`config.mk`:
```
export PLATFORM = sky130hd
export DESIGN_NAME = palette_fade_ctrl
export DESIGN_NICKNAME = d
export VERILOG_FILES = /design/src/rtl/palette_fade_ctrl.sv
export SDC_FILE = /design/constraint.sdc
export NUM_CORES = 1
export LEC_CHECK = 0
export BUFFER_PORTS_ARGS = -buffer_cell sky130_fd_sc_hd__buf_2
export CORE_MARGIN = 5
export CORE_UTILIZATION = 40
export CTS_BUF_LIST = sky130_fd_sc_hd__clkbuf_2
export CTS_CLUSTER_DIAMETER = 40
export CTS_CLUSTER_SIZE = 28
export DETAILED_ROUTE_END_ITERATION = 16
export HOLD_SLACK_MARGIN = 0.1
export SETUP_SLACK_MARGIN = 0.5
export SYNTH_ARGS = -nofsm -noshare
export SYNTH_HDL_FRONTEND = slang
export SYNTH_SLANG_ARGS = --single-unit
```
`constraint.sdc`:
```
create_clock -name Clk -period 3.93 [get_ports Clk]
set_clock_uncertainty 0.1 [all_clocks]
set_input_delay 0.786 -clock Clk [delete_from_list [all_inputs] [get_ports Clk]]
set_output_delay 0.786 -clock Clk [all_outputs]
set_load 0.01 [all_outputs]
```
`src/rtl/palette_fade_ctrl.sv`:
```
// Palette brightness sequencer: scales lookup colour by a 0..16 level, frame-paced fades/flash.
// Optional: PALETTE_FADE_TRANSPARENT_EN lets index 0 bypass scaling and flash.
module palette_fade_ctrl #(
  parameter int unsigned STEP_FRAMES  = 2,
  parameter int unsigned FLASH_FRAMES = 4
) (
  input  logic       Clk,
  input  logic       Reset_n,
  input  logic       frame_tick,
  input  logic       cmd_valid,
  input  logic [1:0] cmd,
  output logic       cmd_ready,
  input  logic [3:0] index,
  input  logic [3:0] in_red,
  input  logic [3:0] in_green,
  input  logic [3:0] in_blue,
  output logic [3:0] out_red,
  output logic [3:0] out_green,
  output logic [3:0] out_blue,
  output logic [4:0] level,
  output logic       busy,
  output logic       done
);

  typedef enum logic [2:0] {
    BRIGHT,
    FADE_OUT,
    DARK,
    FADE_IN,
    FLASH
  } state_t;

  localparam logic [3:0] STEP_LAST  = 4'(STEP_FRAMES - 1);
  localparam logic [3:0] FLASH_LAST = 4'(FLASH_FRAMES - 1);

`ifdef PALETTE_FADE_TRANSPARENT_EN
  localparam logic TRANSP = 1'b1;
`else
  localparam logic TRANSP = 1'b0;
`endif

  state_t     state, state_nxt;
  logic [4:0] level_nxt;
  logic [3:0] cnt, cnt_nxt;
  logic       done_nxt;
  logic       accept;
  logic       step;
  logic       is_fo, is_fi, is_fl;

  assign cmd_ready = (state == BRIGHT) | (state == DARK);
  assign busy      = ~cmd_ready;
  assign accept    = cmd_valid & cmd_ready;
  assign step      = frame_tick & (cnt == STEP_LAST);

  assign is_fo = (cmd == 2'b01);
  assign is_fi = (cmd == 2'b10);
  assign is_fl = (cmd == 2'b11);

  always_comb begin
    state_nxt = state;
    level_nxt = level;
    cnt_nxt   = cnt;
    done_nxt  = 1'b0;
    case (state)
      BRIGHT: begin
        if (accept) begin
          cnt_nxt = 4'd0;
          unique case (1'b1)
            is_fo:   state_nxt = FADE_OUT;
            is_fl:   state_nxt = FLASH;
            default: state_nxt = BRIGHT;
          endcase
        end
      end
      DARK: begin
        if (accept) begin
          cnt_nxt = 4'd0;
          if (is_fi) state_nxt = FADE_IN;
        end
      end
      FADE_OUT: begin
        if (step) begin
          cnt_nxt   = 4'd0;
          level_nxt = level - 5'd1;
          if (level == 5'd1) begin
            state_nxt = DARK;
            done_nxt  = 1'b1;
          end
        end else if (frame_tick) begin
          cnt_nxt = cnt + 4'd1;
        end
      end
      FADE_IN: begin
        if (step) begin
          cnt_nxt   = 4'd0;
          level_nxt = level + 5'd1;
          if (level == 5'd15) begin
            state_nxt = BRIGHT;
            done_nxt  = 1'b1;
          end
        end else if (frame_tick) begin
          cnt_nxt = cnt + 4'd1;
        end
      end
      FLASH: begin
        if (frame_tick) begin
          if (cnt == FLASH_LAST) begin
            cnt_nxt   = 4'd0;
            state_nxt = BRIGHT;
            done_nxt  = 1'b1;
          end else begin
            cnt_nxt = cnt + 4'd1;
          end
        end
      end
      default: begin
        state_nxt = BRIGHT;
        level_nxt = 5'd16;
        cnt_nxt   = 4'd0;
      end
    endcase
  end

  always_ff @(posedge Clk or negedge Reset_n) begin
    if (!Reset_n) begin
      state <= BRIGHT;
      level <= 5'd16;
      cnt   <= 4'd0;
      done  <= 1'b0;
    end else begin
      state <= state_nxt;
      level <= level_nxt;
      cnt   <= cnt_nxt;
      done  <= done_nxt;
    end
  end

  // 4b colour x 5b level fits an 8b product since level never exceeds 16
  function automatic logic [3:0] scale(
    input logic [3:0] c,
    input logic [4:0] l
  );
    logic [7:0] p;
    p = 8'(c) * 8'(l);
    return p[7:4];
  endfunction

  logic       bypass;
  logic       white;
  logic [3:0] r_nxt, g_nxt, b_nxt;

  assign bypass = TRANSP & (index == 4'd0);
  assign white  = (state == FLASH);

  always_comb begin
    r_nxt = scale(in_red, level);
    g_nxt = scale(in_green, level);
    b_nxt = scale(in_blue, level);
    if (bypass) begin
      r_nxt = in_red;
      g_nxt = in_green;
      b_nxt = in_blue;
    end else if (white) begin
      r_nxt = 4'hF;
      g_nxt = 4'hF;
      b_nxt = 4'hF;
    end
  end

  always_ff @(posedge Clk or negedge Reset_n) begin
    if (!Reset_n) begin
      out_red   <= 4'd0;
      out_green <= 4'd0;
      out_blue  <= 4'd0;
    end else begin
      out_red   <= r_nxt;
      out_green <= g_nxt;
      out_blue  <= b_nxt;
    end
  end

endmodule

```
**Yosys cells after proc, flatten, opt, wreduce, memory -nomap -nowiden**

Index checks and enable logic that the tools add are counted.

- Muxes and demuxes: 30
- Reduce and logical (&&, ||, !) cells: 7
- $lt $le $gt $ge: 0
- Shift operators: 0
- Equality and inequality tests: 22
- Multiply operators: 3
- Add/subtract/negate cells: 3
- Div/mod/pow operators: 0
- Bitwise logic cells: 5

Operator list:

| cell | count |
|---|---|
| $mux 4 | 8 |
| $mux 3 | 9 |
| $mul 4x5->8 | 3 |
| $ne 2x2->1 const B | 8 |
| $pmux 3 s5 | 1 |
| $pmux 5 s3 | 1 |
| $pmux 4 s3 | 1 |
| $mux 5 | 2 |
| $reduce_and 9->1 | 1 |
| $eq 3x2->1 const B | 2 |
| $mux 1 | 6 |
| $pmux 3 s2 | 1 |
| $reduce_and 3->1 | 2 |
| $add 5x1->5 const B | 1 |
| $eq 5x1->1 const B | 1 |
| $eq 5x4->1 const B | 1 |
| $sub 5x1->5 const B | 1 |
| $add 4x1->4 const B | 1 |
| $eq 2x2->1 const B | 2 |
| $eq 4x1->1 const B | 1 |
| $eq 4x2->1 const B | 1 |
| $ne 2x1->1 const B | 2 |
| $reduce_or 2->1 | 2 |
| $eq 3x1->1 const B | 1 |
| 9 further kinds | 11 |

- Input bits: 22
- Bits in read-only memories: 0
- Memories kept: 0
- Output and inout port bits: 20
- Word-level logic and storage cells: 77
- Latch bits: 0
- RAM bits: 0
- Bits in registers: 25

**Longest topological paths before layout**

Gate-level depths: netlist of the first run.

- Depth after elaboration: 5
- Mapped depth: 13
- Gate-level depth less buffers: 11

**Worst setup path before layout of the first run**

Ideal clock, no wire load.

- Path type: input port to flip-flop
- Start: in in_blue[3]
- End: reg out_blue[3]
- Library setup time: 134 ps
- Path buffers: 0
- Slack: 682 ps
- Stages on the path: 11
- Data required time: 3696 ps
- Arrival time: 3014 ps
- Cells stage by stage: and2_1 fa_1 inv_1 fa_1 inv_1 ha_1 nand4_1 o211ai_1 o22ai_1 xnor2_1 nand2_1

- Cells in the longest elaborated chain, start to end: 2

RTL lines:

| what | RTL line | RTL |
|---|---|---|
| from (decl) | 16 | `input logic [3:0] in_blue,` |
| $mul 4x5->8 | 144 | `p = 8'(c) * 8'(l);` |
| $mux 4 | 163 | `end else if (white) begin` |
| via b_nxt[3] | 150 | `logic [3:0] r_nxt, g_nxt, b_nxt;` |
| to (signal assigned) | 178 | `out_blue <= b_nxt;` |
| to (decl) | 19 | `output logic [3:0] out_blue,` |

The timed path passes the listed nets, and every way through them passes these cells.
A chain may end at the register's enable or synchronous reset.

**Worst setup path after layout of the first run**

- Start: reg level[2]
- End: reg out_green[3]

- Cells in the longest elaborated chain, start to end: 2

RTL lines:

| what | RTL line | RTL |
|---|---|---|
| from (decl) | 20 | `output logic [4:0] level,` |
| from (signal assigned) | 132 | `level <= level_nxt;` |
| $mul 4x5->8 | 144 |  |
| $mux 4 | 163 |  |
| via g_nxt[3] | 150 |  |
| to (signal assigned) | 177 | `out_green <= g_nxt;` |
| to (decl) | 18 | `output logic [3:0] out_green,` |

The timed path passes the listed nets, and every way through them passes these cells.

==> results of run 1 <==
[synthesized netlist by cell type, types with 2 or more instances]
master,number
mux2i_1,2
inv_1,24
nor2_1,9
dfrtp_1,24
xnor2_1,13
nand2b_1,6
o22ai_1,6
nand3_1,5
xor2_1,7
nand4_1,6
nand2_1,47
o21bai_1,3
o31ai_1,3
o2bb2ai_1,2
o21ai_1,5
clkbuf_1,9
o211ai_1,3
a21oi_1,11
fa_1,15
or2_2,3
buf_2,2
o32ai_1,3
and3_1,2
and2_1,27
ha_1,33
o21ai_0,6
[power by group through the flow]
stage                     Clock, uW  Sequential (uW)  Combinational, uW
final                           104              474                935
after global placement            0              481                918
after floorplan                   0              450                693
after detailed placement          0              481                934
after CTS                       109              477                941
after global routing            118              490               1080
[metrics by stage]
stage / worst slack [ps] / utilization (%) / cells / power (uW)
after floorplan: 682 / - / 293 / 1140
after global placement: 387 / 45.1 / 399 / 1400
after detailed placement: 357 / 45.1 / 399 / 1410
after CTS: 569 / 45.4 / 403 / 1530
after global routing: 519 / 45.6 / 404 / 1690
final: 741 / 45.6 / 404 / 1510
[what timing repair did]
action                                  4_1_cts  5_1_grt
setup buffers                                 0        1
hold buffers                                  0        0
resized for setup                             0        4
endpoints found under the setup margin        0        6
[path summary, 6_finish.rpt]
kind	start	end	slack, ps	cells after the start
max	level[2]$_DFFE_PN0P_	out_green[3]$_DFF_PN0_	740	11
min	Reset_n	out_blue[2]$_DFF_PN0_	290	1
max reg2reg	level[2]$_DFFE_PN0P_	out_green[3]$_DFF_PN0_	740	11
min reg2reg	cnt[0]$_DFFE_PN0P_	cnt[0]$_DFFE_PN0P_	450	1
max in group asynchronous	Reset_n	level[2]$_DFFE_PN0P_	3030	1
min in group Clk	cnt[0]$_DFFE_PN0P_	cnt[0]$_DFFE_PN0P_	450	1
[kinds of logic after synthesis]
| family | share of synthesized area, % |
|---|---|
| compound gates | 12.0 |
| xor+xnor | 6.76 |
| fa+ha+maj | 27.5 |
| buf+inv | 5.89 |
| flops | 24.2 |
| mux | 1.21 |
| simple gates | 22.4 |
[flip-flops by register name (all words and copies together) (netlist names)]
name       count
done           1
out_blue       4
level          5
state          3
cnt            4
out_red        4
out_green      4
[layer usage]
metal	GRT usage, %	vias to the layer above	wire (um)
li1	-	1052	-
met3	1.50	2	186
met5	0	-	0
met1	18.4	1017	2710
met2	22.6	39	2650
met4	3.97	0	41
[critical path, stage by stage (launching register included)]
cell and delay [ps]:
dfrtp_4 610, and2_1 180, fa_1 490, inv_1 50, fa_1 520, inv_1 40
ha_1 340, nand4_1 110, o211ai_1 260, o22ai_1 150, xnor2_1 170, nand2_1 60
[area by class of cell]
type	count	share of cell area [%]
tap	77	3.34
inverter	24	3.13
sequential	25	22.0
multi-input combinational	231	62.9
clock buffer	4	0.695
timing repair buffer	43	7.99
==> run summary, run 1 <==
outcome: completed
largest net degree at the start of global routing: 26
wire per inst: 13.8 um
register share of total power: 31.3%
initial antenna violation count: 0
I/O Buffers: 37
Pint: 789 uW
clock root buffer: clkbuf_2
worst-case clock buffer depth: 2
vias in the first global route: 2056
most frequent cells in the layout: nand2_1, buf_2, ha_1
CP max FO: 11
H-Tree Depth: 1
Placed Instance Area: 0.00285 mm^2
Synth Flop Type: dfrtp_1
asr flop ratio synth: 100%
Die Ht: 90.5 um
Clock transition at path regs: 240 ps
Critical Path Start Type: flip-flop
worst hold path type: input pin to asynchronous set/reset pin
share of cells above drive strength 1: 17.7%
Yosys cell types: 43
commonest non-fill, non-tap cell in the layout: nand2_1
final number of setup-violating endpoints: 0
vias per inst: 5.22
Multi-input gate area: 0.00181 mm^2
Yosys warnings: 0
Initial Utilization: 41.0%
leakage: 0.00141 uW
Worst-Margin Slew: 581 ps
clock sinks: 25
sw frac: 47.8%
top-area cell type share of the netlist area: 23.2%
clock power share: 6.9%
CP arrival: 3340 ps
Max-slew headroom: 61.3%
FMAX: 314 MHz
die area: 0.00818 mm^2
total CTS buffers: 3
drt first pass iters: 4
final hold slack: 286 ps
number of fillers in the final layout: 659
Placement Rows: 29
Reg area: 633 um^2
PwrDens: 525 mW/mm^2
first-pass GRT wire length: 9400 um
CORE AREA: 0.00631 mm^2
Comb power frac: 61.8%
Seq/Total Area, Yosys: 24.2%
Finished Cell Area: 0.00288 mm^2
synth top area cells: dfrtp_1, ha_1, fa_1
Post-Syn Instances: 293
Synth area leader: dfrtp_1
EDFF count, synth: 0
num ports: 42
Final Hold Viols: 0
Max-cap violations: 0
total grt overflow: 0
Max Slew Vio Count: 0
Max rail drop VDD: 0.000237 V
P_sw: 724 uW
via count: 2110
DRT antenna net count: 0
first-iteration detailed-routing DRC count: 96
Synth Cell Area: 0.00259 mm^2
post-layout net count: 398
GRT Resource Usage Total: 13.6%
Post-Syn Nets: 363
critical path class: flip-flop to flip-flop
RSZ-0062 raised after global routing: false
crit path capture type: flip-flop
TNS Setup: 0 ps
CTS tree: done
Post-DP HPWL: 4220 um
fin crit share: 81.1%
WP data required: 4080 ps
antenna cells: 0
die outline width: 90.5 um
Final Critical Period: 3190 ps
worst skew pair latency: 340 ps
syn avg cell area: 8.84 um^2
RePlAce Congestion: 0.800
DRC: 0
number of synthesized register bits: 25
synth-to-layout area growth: 11.2%
Routed WL: 5580 um
No activity file was read; power rests on OpenSTA's default activity.
==> inputs of run 2 (changes only) <==
Clock period 3.93 ns to 3 ns, I/O delays scaled along.
==> run 2 against run 1 <==
Total power up 55%. Critical path depth increased by 1. Utilization increased by 7.6 points. Critical path type unchanged. Critical endpoint is now out_blue[3]$_DFF_PN0_. Largest cell class unchanged.
==> run summary, run 2 (synthesis results as in run 1) <==
antenna cells: 0 (unchanged)
Non-Filler Instances: 442 (+9.4%)
initial antenna violation count: 0 (unchanged)
crit path capture type: flip-flop
post-layout util: 53.3% (+7.6 points)
num ports: 42 (unchanged)
largest net degree at the start of global routing: 26 (unchanged)
Worst-Margin Slew: 600 ps (+19.7 ps)
Critical Path Start Type: flip-flop
CP max FO: 5 (-6)
die area: 0.00818 mm^2 (unchanged)
clock root buffer: clkbuf_2
Final Critical Period: 2960 ps (-233 ps)
Finished Cell Area: 0.00336 mm^2 (+17%)
commonest non-fill, non-tap cell in the layout: nand2_1
CP Cell Sequence: buf_12 -> and2_4 -> fa_1 -> inv_2 -> fa_1 -> inv_2 -> ha_4 -> nand4_1 -> o211ai_1 -> o22ai_1 -> xnor2_1 -> nand2_1
Routed WL: 6360 um (+14%)
RePlAce Congestion: 0.786 (-1.7%)
via count: 2265 (+7.3%)
I/O Buffers: 37 (unchanged)
vias per inst: 5.12 (-1.9%)
GRT Resource Usage Total: 15.6% (+2.0 points)
FMAX: 338 MHz (+7.9%)
Die Ht: 90.5 um (unchanged)
post-placement cell count: 419 (+5.0%)
post-layout net count: 436 (+9.5%)
Initial Utilization: 41.0% (unchanged)
Crit path largest cell delay: 530 ps (-80 ps)
Largest Register: level
number of fillers in the final layout: 616 (-6.5%)
drt first pass iters: 4 (unchanged)
Max Slew Vio Count: 0 (unchanged)
DRT antenna net count: 0 (unchanged)
leakage: 0.00165 uW (+17%)
worst-case clock buffer depth: 2 (unchanged)
Clock transition at path regs: 290 ps (+50 ps)
clock sinks: 25 (unchanged)
Post-DP HPWL: 4500 um (+6.8%)
DRC: 0 (unchanged)
wire per inst: 14.4 um (+4.2%)
first-iteration detailed-routing DRC count: 90 (-6.3%)
worst hold path type: input pin to flip-flop
Placement Rows: 29 (unchanged)
Placed Instance Area: 0.00307 mm^2 (+7.7%)
PwrDens: 698 mW/mm^2 (+33%)
Max-cap violations: 0 (unchanged)
most frequent cells in the layout: nand2_1, buf_2, buf_4
CTS tree: done
CP arrival: 3180 ps (-160 ps)
outcome: completed
fin crit share: 98.5% (+17 points)
RSZ-0062 raised after global routing: true
final number of setup-violating endpoints: 0 (unchanged)
synth-to-layout area growth: 29.9%
CORE AREA: 0.00631 mm^2 (unchanged)
total CTS buffers: 3 (unchanged)
WP data required: 3220 ps (-860 ps)
vias in the first global route: 2228 (+8.4%)
Max-slew headroom: 60.0% (-1.3 points)
number of flip-flops under the largest register name: 5 (unchanged)
H-Tree Depth: 1 (unchanged)
die outline width: 90.5 um (unchanged)
worst skew pair latency: 380 ps (+40 ps)
first-pass GRT wire length: 10700 um (+13%)
total grt overflow: 0 (unchanged)
CP Buf/Inv Count: 3 (+1)
delay-heaviest family, CP: adder cells
Final Hold Viols: 0 (unchanged)
Max rail drop VDD: 0.000389 V (+64%)
share of cells above drive strength 1: 34.0% (+16 points)
slowest CP cell: fa_1
critical path class: flip-flop to flip-flop
==> run 2: changes by cell type in the layout (fill, tap and decap cells not counted), moves of 4 or more <==
cell     delta
and2_1      -8
and2_4      +8
buf_4      +28
buf_6       +8
ha_1        -4
ha_4        +4
inv_1       -5
inv_2       +5
nand2_1     -5
nand2_2     +4
==> run 2: report_power, final <==
| part | total (uW) | internal [uW] | switching, uW |
|---|---|---|---|
| logic | 1610 | 776 | 833 |
| clock network | 156 | 30.8 | 125 |
| registers | 582 | 465 | 117 |
| total | 2350 | 1270 | 1070 |
==> run 2: metrics by stage <==
| stage | setup TNS, ps | power (uW) | hold slack [ps] | setup slack [ps] |
|---|---|---|---|---|
| floorplan | 0 | 1580 | 204 | 89.1 |
| global placement | -500 | 2000 | 426 | -122 |
| detailed placement | -675 | 2030 | 441 | -170 |
| CTS | 0 | 2290 | 324 | 33.1 |
| global route | -332 | 2600 | 313 | -130 |
| finish | 0 | 2350 | 336 | 43.9 |
==> run 2: path summary, 6_finish.rpt <==
check / from / depth (start not counted) / endpoint / slack (ps)
max in group asynchronous: Reset_n / 2 / level[3]$_DFFE_PN0P_ / 1790
hold reg to reg: cnt[0]$_DFFE_PN0P_ / 1 / cnt[0]$_DFFE_PN0P_ / 460
setup / recovery: level[2]$_DFFE_PN0P_ / 12 / out_blue[3]$_DFF_PN0_ / 40
hold / removal: cmd[0] / 3 / state[2]$_DFFE_PN0P_ / 340
min in group asynchronous: Reset_n / 2 / out_blue[0]$_DFF_PN0_ / 590
setup reg to reg: level[2]$_DFFE_PN0P_ / 12 / out_blue[3]$_DFF_PN0_ / 40
==> run 2: layout make-up <==
cell class / count / area [um^2] / share of cell area, %
clock buffer: 3 / 15.0 / 0.446
clock inverter: 1 / 7.51 / 0.223
inverter: 24 / 90.1 / 2.68
multi-input combinational: 231 / 1940 / 57.7
sequential: 25 / 632 / 18.8
tap: 77 / 96.3 / 2.86
timing repair buffer: 81 / 583 / 17.3
==> run 2: tightest hold or removal path, delay by kind of cell <==
kind / cells / cell delay, ps
AO/OA/AOI/OAI: 1 / 60
buffers and inverters: 1 / 110
AND/OR/NAND/NOR: 1 / 60
==> run 2: timing repair <==
item,in CTS,in global routing
cloned,1,0
setup buffers,12,5
resized for setup,7,23
hold buffers,1,0
endpoints found under the setup margin,12,15
hold endpoints to repair,24,0
pin swaps,12,19
==> run 2: per-layer routing <==
metal,vias up,track usage (%),part of all wire (%)
met4,0,3.72,1.2
met2,40,24.5,47
met3,7,1.67,3.7
li1,1136,-,-
met1,1082,22.7,48
met5,-,0,0
==> inputs of run 3 (changes only) <==
Settings changed: ABC_AREA from default to 1, CORE_ASPECT_RATIO from default to 1.1.
==> run 3 against run 2 <==
First-iteration DRC count up 21%. Cell area up 9.2%. Synthesized cell count up 45%.
==> run summary, run 3 <==
I/O Buffers: 37 (unchanged)
CP max FO: 8 (+3)
die area: 0.00928 mm^2 (+13%)
cell with the most instances after synthesis: nand2_1
worst hold path type: input pin to flip-flop
Post-Syn Instances: 425 (+45%)
EDFF count, synth: 0 (unchanged)
number of synthesized register bits: 25 (unchanged)
synth top area cells: dfrtp_1, nand2_1, ha_1
Routed WL: 7180 um (+13%)
die outline width: 92.3 um (+2.0%)
initial antenna violation count: 0 (unchanged)
CTS tree: done
CP Buf/Inv Count: 3 (unchanged)
total grt overflow: 0 (unchanged)
delay-heaviest family, CP: adder cells
total CTS buffers: 3 (unchanged)
Post-DP HPWL: 5140 um (+14%)
top-area cell type share of the netlist area: 20.2% (-3.0 points)
Post-Syn Nets: 495 (+36%)
syn avg cell area: 7.01 um^2 (-21%)
Reg area: 632 um^2 (unchanged)
DRC: 0 (unchanged)
Crit path largest cell delay: 560 ps (+30 ps)
H-Tree Depth: 1 (unchanged)
Final Hold Viols: 0 (unchanged)
fin worst setup slack: 264 ps (+220 ps)
Placement Rows: 33 (+14%)
Synth area leader: dfrtp_1
Critical Path Start Type: flip-flop
post-placement cell count: 548 (+31%)
vias in the first global route: 2610 (+17%)
commonest cells in the netlist: nand2_1, inv_1, nand3_1
PwrDens: 691 mW/mm^2 (-0.90%)
antenna cells: 0 (unchanged)
number of fillers in the final layout: 730 (+19%)
Final Critical Period: 2740 ps (-220 ps)
wire per inst: 12.6 um (-13%)
asr flop ratio synth: 100% (unchanged)
commonest non-fill, non-tap cell in the layout: nand2_1
fin crit share: 91.2% (-7.3 points)
Post-Place Worst Slack: 44.0 ps (+214 ps)
synth-to-layout area growth: 23.3%
Max-cap violations: 0 (unchanged)
drt first pass iters: 4 (unchanged)
slowest CP cell: dfrtp_2
Worst-Margin Slew: 640 ps (+39.1 ps)
final hold slack: 386 ps (+50.0 ps)
Max Slew Vio Count: 0 (unchanged)
final number of setup-violating endpoints: 0 (unchanged)
most frequent cells in the layout: nand2_1, inv_1, buf_2
RePlAce Congestion: 0.814 (+3.5%)
post-layout net count: 556 (+28%)
Synth Cell Area: 0.00298 mm^2 (+15%)
Yosys warnings: 0 (unchanged)
outcome: completed
leakage: 0.00214 uW (+30%)
num ports: 42 (unchanged)
CP Cell Sequence: nand2_1 -> inv_2 -> fa_1 -> inv_1 -> fa_1 -> inv_2 -> ha_4 -> a21oi_4 -> o21a_1 -> nand2_1 -> nand2_1 -> nand3_1
Power Total: 2540 uW (+8.2%)
TNS Setup: 0 ps (unchanged)
Max rail drop VDD: 0.000435 V (+12%)
RSZ-0062 raised after global routing: true
WP data required: 3210 ps (about the same)
crit path capture type: flip-flop
first-pass GRT wire length: 11900 um (+11%)
CORE AREA: 0.00735 mm^2 (+16%)
number of flip-flops under the largest register name: 5 (unchanged)
share of cells above drive strength 1: 29.1% (-4.9 points)
Multi-input gate area: 0.00216 mm^2 (+11%)
via count: 2781 (+23%)
DRT antenna net count: 0 (unchanged)
Max-slew headroom: 57.4% (-2.6 points)
clock sinks: 25 (unchanged)
CP arrival: 2940 ps (-240 ps)
Seq/Total Area, Yosys: 21.0% (-3.2 points)
Clock transition at path regs: 300 ps (about the same)
vias per inst: 4.86 (-5.1%)
cell mode on critical path: nand2_1
first-iteration detailed-routing DRC count: 109 (+21%)
largest net degree at the start of global routing: 26 (unchanged)
Initial Utilization: 40.6% (-0.47 points)
FMAX: 366 MHz (+8.1%)
Yosys cell types: 35 (-19%)
Largest Register: level
Die Ht: 101 um (+11%)
worst-case clock buffer depth: 2 (unchanged)
Synth Flop Type: dfrtp_1
GRT Resource Usage Total: 15.9% (+0.30 points)
worst skew pair latency: 400 ps (+20 ps)
Non-Filler Instances: 572 (+29%)
clock root buffer: clkbuf_2
critical path class: flip-flop to flip-flop
==> run 3: logic make-up after synthesis <==
| group | Yosys count | synth area share, % |
|---|---|---|
| and+or+nand+nor | 208 | 32.2 |
| buffers and inverters | 99 | 12.8 |
| adders and majority gates | 48 | 23.9 |
| AOI/OAI and AO/OA | 35 | 7.01 |
| DFF | 25 | 21.0 |
| xor gates and xnor gates | 10 | 2.94 |
==> run 3: metal layers <==
layer	routed length (um)	up-vias	track usage [%]	share of wire, %
met5	0	-	0	0
met4	94	0	5.26	1.3
met3	311	10	2.02	4.3
met2	3530	58	27.0	49
met1	3240	1292	20.9	45
li1	-	1421	-	-
==> run 3: worst min-delay path, delay by kind of cell <==
kind,cells,cell delay [ps]
simple gates,1,100
buf+inv,1,130
compound gates,1,70
==> run 3: final timing paths <==
check | slack (ps) | from | endpoint | cells after the start
max | 260 | level[1]$_DFFE_PN0P_ | out_red[3]$_DFF_PN0_ | 12
min | 390 | frame_tick | done$_DFF_PN0_ | 3
max reg2reg | 260 | level[1]$_DFFE_PN0P_ | out_red[3]$_DFF_PN0_ | 12
min reg2reg | 490 | cnt[1]$_DFFE_PN0P_ | cnt[1]$_DFFE_PN0P_ | 2
max in group asynchronous | 1770 | Reset_n | level[0]$_DFFE_PN0P_ | 2
min in group asynchronous | 590 | Reset_n | out_green[0]$_DFF_PN0_ | 2
==> run 3: through the flow <==
| step | util [%] | instance area, um^2 |
|---|---|---|
| after floorplan | - | 3090 |
| after global placement | 45.6 | 3350 |
| after detailed placement | 45.6 | 3350 |
| after CTS | 47.7 | 3510 |
| after global routing | 50.0 | 3670 |
| final | 50.0 | 3670 |
==> run 3: final cells by class <==
class | instances | share of cell area, %
Sequential cell | 25 | 17.2
Inverter | 92 | 9.60
Multi-Input combinational cell | 301 | 58.9
Tap cell | 87 | 2.96
Clock buffer | 3 | 0.409
Timing Repair Buffer | 63 | 10.8
Clock inverter | 1 | 0.136
==> run 3: report_power, final <==
part           internal, uW  total, uW  leakage [uW]  switching [uW]
logic                   725       1790       0.00184            1060
clock network          30.2        154     0.0000164             124
registers               472        597      0.000283             125
==> run 3: repair_timing <==
action / CTS / global route
hold endpoints to repair: 14 / 0
buffers inserted: 10 / 9
resized for setup: 13 / 28
hold buffers: 1 / 0
pin swaps: 18 / 27
cloned: 0 / 0
setup endpoints to repair: 12 / 12
